**src/rtl/q_max_seq.sv**
```systemverilog
// q_max_seq
// Scans one Q-table row of N_ACTIONS single-precision entries, reading one
// entry per visit to READ and folding it into a running best through a
// shared external two-input FP max unit. The result (max Q(s',a')) is
// presented on max_val together with a one-cycle done pulse.
// Optional macro Q_MAX_ARGMAX_EN: when defined, the index of the winning
// entry is tracked and reported on max_idx; otherwise max_idx is tied to 0.

module q_max_seq #(
    parameter int N_ACTIONS = 4,
    parameter int ADDR_W    = 8,
    parameter int IDX_W     = 2,
    parameter int CMP_LAT   = 1
) (
    input  logic              clk,
    input  logic              rst,
    input  logic              start,
    input  logic [ADDR_W-1:0] base_addr,
    output logic              busy,
    output logic              done,
    output logic              mem_rd_en,
    output logic [ADDR_W-1:0] mem_addr,
    input  logic [31:0]       mem_rd_data,
    output logic              cmp_en,
    output logic [31:0]       cmp_a,
    output logic [31:0]       cmp_b,
    input  logic [31:0]       cmp_out,
    output logic [31:0]       max_val,
    output logic [IDX_W-1:0]  max_idx
);

    localparam int LAT_W = (CMP_LAT > 1) ? $clog2(CMP_LAT) : 1;
    localparam logic [IDX_W-1:0] LAST_I   = IDX_W'(N_ACTIONS - 1);
    localparam logic [IDX_W-1:0] IDX_ONE  = IDX_W'(1);
    localparam logic [LAT_W-1:0] LAST_LAT = LAT_W'(CMP_LAT - 1);
    localparam logic [LAT_W-1:0] LAT_ONE  = LAT_W'(1);

    typedef enum logic [2:0] {IDLE, READ, WAIT, CMP, DONE} state_t;

    state_t            state, state_n;
    logic [ADDR_W-1:0] base_r;
    logic [IDX_W-1:0]  i_r;
    logic [31:0]       best, best_n;
    logic [31:0]       cur;
    logic [LAT_W-1:0]  lat_cnt;
    logic              first_rd;
    logic              last_cmp;

    // Entry 0 seeds the running best; every later entry goes through the max unit.
    assign first_rd = (i_r == '0);
    // The max unit result is only trusted in the final cycle of the compare window.
    assign last_cmp = (state == CMP) && (lat_cnt == LAST_LAT);

    assign busy      = (state != IDLE);
    assign done      = (state == DONE);
    assign mem_rd_en = (state == READ);
    assign cmp_en    = (state == CMP) && (lat_cnt == '0);
    assign mem_addr  = base_r + ADDR_W'(i_r);
    assign cmp_a     = best;
    assign cmp_b     = cur;

    // Next-state selection and the value the running best takes at the next edge.
    always_comb begin
        state_n = state;
        best_n  = best;
        case (state)
            IDLE: begin
                if (start) state_n = READ;
            end
            READ: begin
                state_n = WAIT;
            end
            WAIT: begin
                if (first_rd) begin
                    best_n  = mem_rd_data;
                    state_n = (LAST_I == '0) ? DONE : READ;
                end else begin
                    state_n = CMP;
                end
            end
            CMP: begin
                if (last_cmp) begin
                    best_n  = cmp_out;
                    state_n = (i_r == LAST_I) ? DONE : READ;
                end
            end
            DONE: begin
                state_n = IDLE;
            end
            default: begin
                state_n = IDLE;
            end
        endcase
    end

    // State register, row bookkeeping and the result register loaded on entry to DONE.
    always_ff @(posedge clk) begin
        if (rst) begin
            state   <= IDLE;
            base_r  <= '0;
            i_r     <= '0;
            best    <= '0;
            cur     <= '0;
            lat_cnt <= '0;
            max_val <= '0;
        end else begin
            state <= state_n;
            best  <= best_n;
            if (state == IDLE && start) begin
                base_r <= base_addr;
                i_r    <= '0;
            end
            if (state == WAIT && !first_rd) begin
                cur <= mem_rd_data;
            end
            if (state_n == READ && state != IDLE) begin
                i_r <= i_r + IDX_ONE;
            end
            lat_cnt <= (state == CMP && !last_cmp) ? lat_cnt + LAT_ONE : '0;
            if (state_n == DONE) begin
                max_val <= best_n;
            end
        end
    end

`ifdef Q_MAX_ARGMAX_EN
    logic [IDX_W-1:0] best_idx, best_idx_n;

    // The index only moves when the max unit hands back something other than the old best, so ties keep the lower index.
    always_comb begin
        best_idx_n = best_idx;
        if (state == WAIT && first_rd) begin
            best_idx_n = '0;
        end else if (last_cmp && (cmp_out != best)) begin
            best_idx_n = i_r;
        end
    end

    // Index register and its published copy, captured alongside max_val.
    always_ff @(posedge clk) begin
        if (rst) begin
            best_idx <= '0;
            max_idx  <= '0;
        end else begin
            best_idx <= best_idx_n;
            if (state_n == DONE) begin
                max_idx <= best_idx_n;
            end
        end
    end
`else
    assign max_idx = '0;
`endif

endmodule

```
**config.mk**
```make
export PLATFORM = sky130hd
export DESIGN_NAME = q_max_seq
export DESIGN_NICKNAME = d
export VERILOG_FILES = /design/src/rtl/q_max_seq.sv
export SDC_FILE = /design/constraint.sdc
export NUM_CORES = 1
export LEC_CHECK = 0
export ABC_CLOCK_PERIOD_IN_PS = 2400
export BUFFER_PORTS_ARGS = -buffer_cell sky130_fd_sc_hd__buf_2
export CAP_MARGIN = 40
export CORE_AREA = 2 2 81 142
export DETAILED_ROUTE_END_ITERATION = 8
export DIE_AREA = 0 0 83 144
export GPL_TIMING_DRIVEN = 0
export PLACE_DENSITY = 0.75
export SYNTH_ARGS = -nofsm -noshare
export SYNTH_HDL_FRONTEND = slang
export SYNTH_SLANG_ARGS = --single-unit
```
**constraint.sdc**
```tcl
create_clock -name clk -period 2.4 [get_ports clk]
set_clock_uncertainty 0.05 [all_clocks]
set_input_delay 0 -clock clk [delete_from_list [all_inputs] [get_ports clk]]
set_output_delay 0 -clock clk [all_outputs]
set_load 0.02 [all_outputs]
```
==> results.cfg <==
[global_routing]
grt_pass1_wl_um = 22000
antenna_found_initial = 0
grt_max_degree = 19
grt_overflow = 0
track_usage = 0.229
grt_pass1_vias = 4595

[placement]
routabilityCongestion = 0.844
pre_cts_ws_ns = 0.414
place_area_mm2 = 0.00532
io_buffers = 181
place_inst = 803
place_hpwl_um = 10100

[cells_and_area]
design_area_mm2 = 0.00631
num_antenna_cells = 0
fill_cells = 956
syn_to_final_growth_pct = 48.8
layout-drive-gt1-share = 0.321
multiInputGateArea_mm2 = 0.00179
area.sequential_mm2 = 0.00220
fin_cells = 890
nets = 834

[run_status]
status = completed

[synth]
syn_inst = 488
yosysTopAreaCell = dfxtp_1
synth_edf_count = 0
yosysMostFrequentCell = nand2_1
yosys_warnings = 0
synth_seq_cells = 110
ys_seq_area_frac = 0.519
ys_types = 32
synth_commonest_cells = nand2_1 (137), dfxtp_1 (110), a21oi_1 (64)
syn_avg_cell_area_um2 = 8.69
synth.area.top_cells = dfxtp_1 (52%), nand2_1 (12%), a21oi_1 (7.6%), a222oi_1 (7.6%), nor2_1 (3.4%)
syn-cell-area_mm2 = 0.00424
synth_ff_type = dfxtp_1
synth_top_area_frac = 0.519
ys_async_sr_fraction = 0

[detailed_routing]
drt-initial-drc-count = 261
ant_nets = 0
vias = 4592
wire_per_inst_um = 16.0
dr.pass1.iters = 8
drc = 0
wl_um = 14300
vias_per_cell = 5.16

[die]
rows = 51
die_area_mm2 = 0.0120
dieHeight_um = 144
die_w_um = 83
top_level_ports = 185
core_mm2 = 0.0109
start_util = 0.389

[clocking]
ctsLongestPathBuffers = 2
clock-sinks = 110
clkTransAtPathRegs_ns = 0.07
cts_setup_buffers = 0
clockRootBuffer = clkbuf_16
ctsHoldBuffers = 72
cts_made_buffers = 9
cts.repair.resized = 0
h-tree-depth = 3
clk_latency_ns = 0.34
cts_tree = built

[sta]
final_hold_viol_count = 0
period_minus_slack_ns = 2.14
fin_setup_tns_ns = 0
setup_viol = 0
min_period_over_period = 0.891
slew_violations = 0
max-slew-margin-rel = 0.452
max_freq_mhz = 467
tightest_slew_ns = 0.820
rsz0062_at_grt = no
fin_ws_ns = 0.261

[pwr]
leakagePower_nw = 2.80
powerDensity_mw_per_mm2 = 595
ir_worst_vdd_mv = 0.380

[hold_path]
hold_class = primary input to flip-flop

[setup_path]
end_kind = output port
crit_required_ns = 2.35
arrival_ns = 2.09
path_max_fanout = 4
crit_type = flip-flop to output port
start_kind = flip-flop

[flow_run]
drv_cap = 0
-- cells in the final DEF (no fill, tap or decap), drive strengths merged, types with 2 or more instances in the layout --
master / Yosys / routed
a21oi: 74 / 74
a222oi: 32 / 32
and2: 2 / 2
buf: 25 / 206
clkbuf: 16 / 25
clkinv: 0 / 4
conb: 1 / 3
dfxtp: 110 / 110
dlygate4sd3: 0 / 72
ha: 4 / 4
inv: 6 / 7
nand2: 147 / 147
nand2b: 2 / 2
nand3: 3 / 3
nand3b: 2 / 2
nor2: 38 / 38
nor2b: 4 / 4
nor3: 2 / 2
nor3b: 4 / 4
o21ai: 3 / 3
xnor2: 3 / 3
xor2: 3 / 3
-- power breakdown --
group | switching, mW | leakage, nW | internal (mW)
sequential | 0.0271 | 0.890 | 1.87
clock | 0.678 | 0.132 | 0.706
combinational | 0.255 | 1.78 | 0.222
total | 0.960 | 2.80 | 2.79
-- flip-flops by register name, summed over array words and instances, names as in the netlist --
| signal | flops |
|---|---|
| i_r | 2 |
| max_val | 32 |
| state | 3 |
| lat_cnt | 1 |
| base_r | 8 |
| cmp_a | 32 |
| cmp_b | 32 |
-- logic make-up after synthesis --
| kind of cell | synth area share |
|---|---|
| compound gates | 0.179 |
| xor+xnor | 0.0124 |
| fa+ha+maj | 0.0165 |
| buf+inv | 0.0599 |
| flops | 0.519 |
| mux | 0.00236 |
| other cells | 0.000884 |
| simple gates | 0.209 |
-- worst paths after layout --
kind | slack [ns] | depth (start not counted) | end | from
min | 0.06 | 4 | state[0] | start
min reg2reg | 0.40 | 2 | max_val[4] | max_val[4]
max reg2reg | 0.36 | 7 | cmp_a[5] | i_r[1]
max | 0.26 | 7 | mem_addr[6] | i_r[0]
-- metal layers --
layer,routed length [µm],global-route usage,up-vias
li1,-,-,2201
met1,5400,0.244,2142
met2,7550,0.418,205
met3,734,0.0457,44
met4,592,0.133,0
met5,0,0,-
-- layout make-up --
class                           instances  area share
Sequential cell                       110       0.349
Multi-Input combinational cell        333       0.284
Timing Repair Buffer                  253       0.258
Buffer                                 41      0.0367
Clock buffer                            9      0.0357
Tap cell                              132      0.0262
Clock inverter                          6     0.00753
Inverter                                6     0.00357
-- per-stage QoR --
stage	hold WS, ns	power, mW	util
after floorplan	0.0769	2.14	-
after global placement	0.197	2.30	0.488
after CTS	0.0542	3.76	0.579
final	0.0647	3.75	0.579
after global routing	0.0820	3.89	0.579
after detailed placement	0.208	2.31	0.488
-- critical path, cell delays in order (launching register included) --
cell,delay (ns)
dfxtp_1,0.38
ha_1,0.19
inv_1,0.06
fa_1,0.41
nor2_1,0.22
nand3_1,0.14
xnor2_1,0.17
buf_2,0.19
Power figures use the tool's default switching activity.
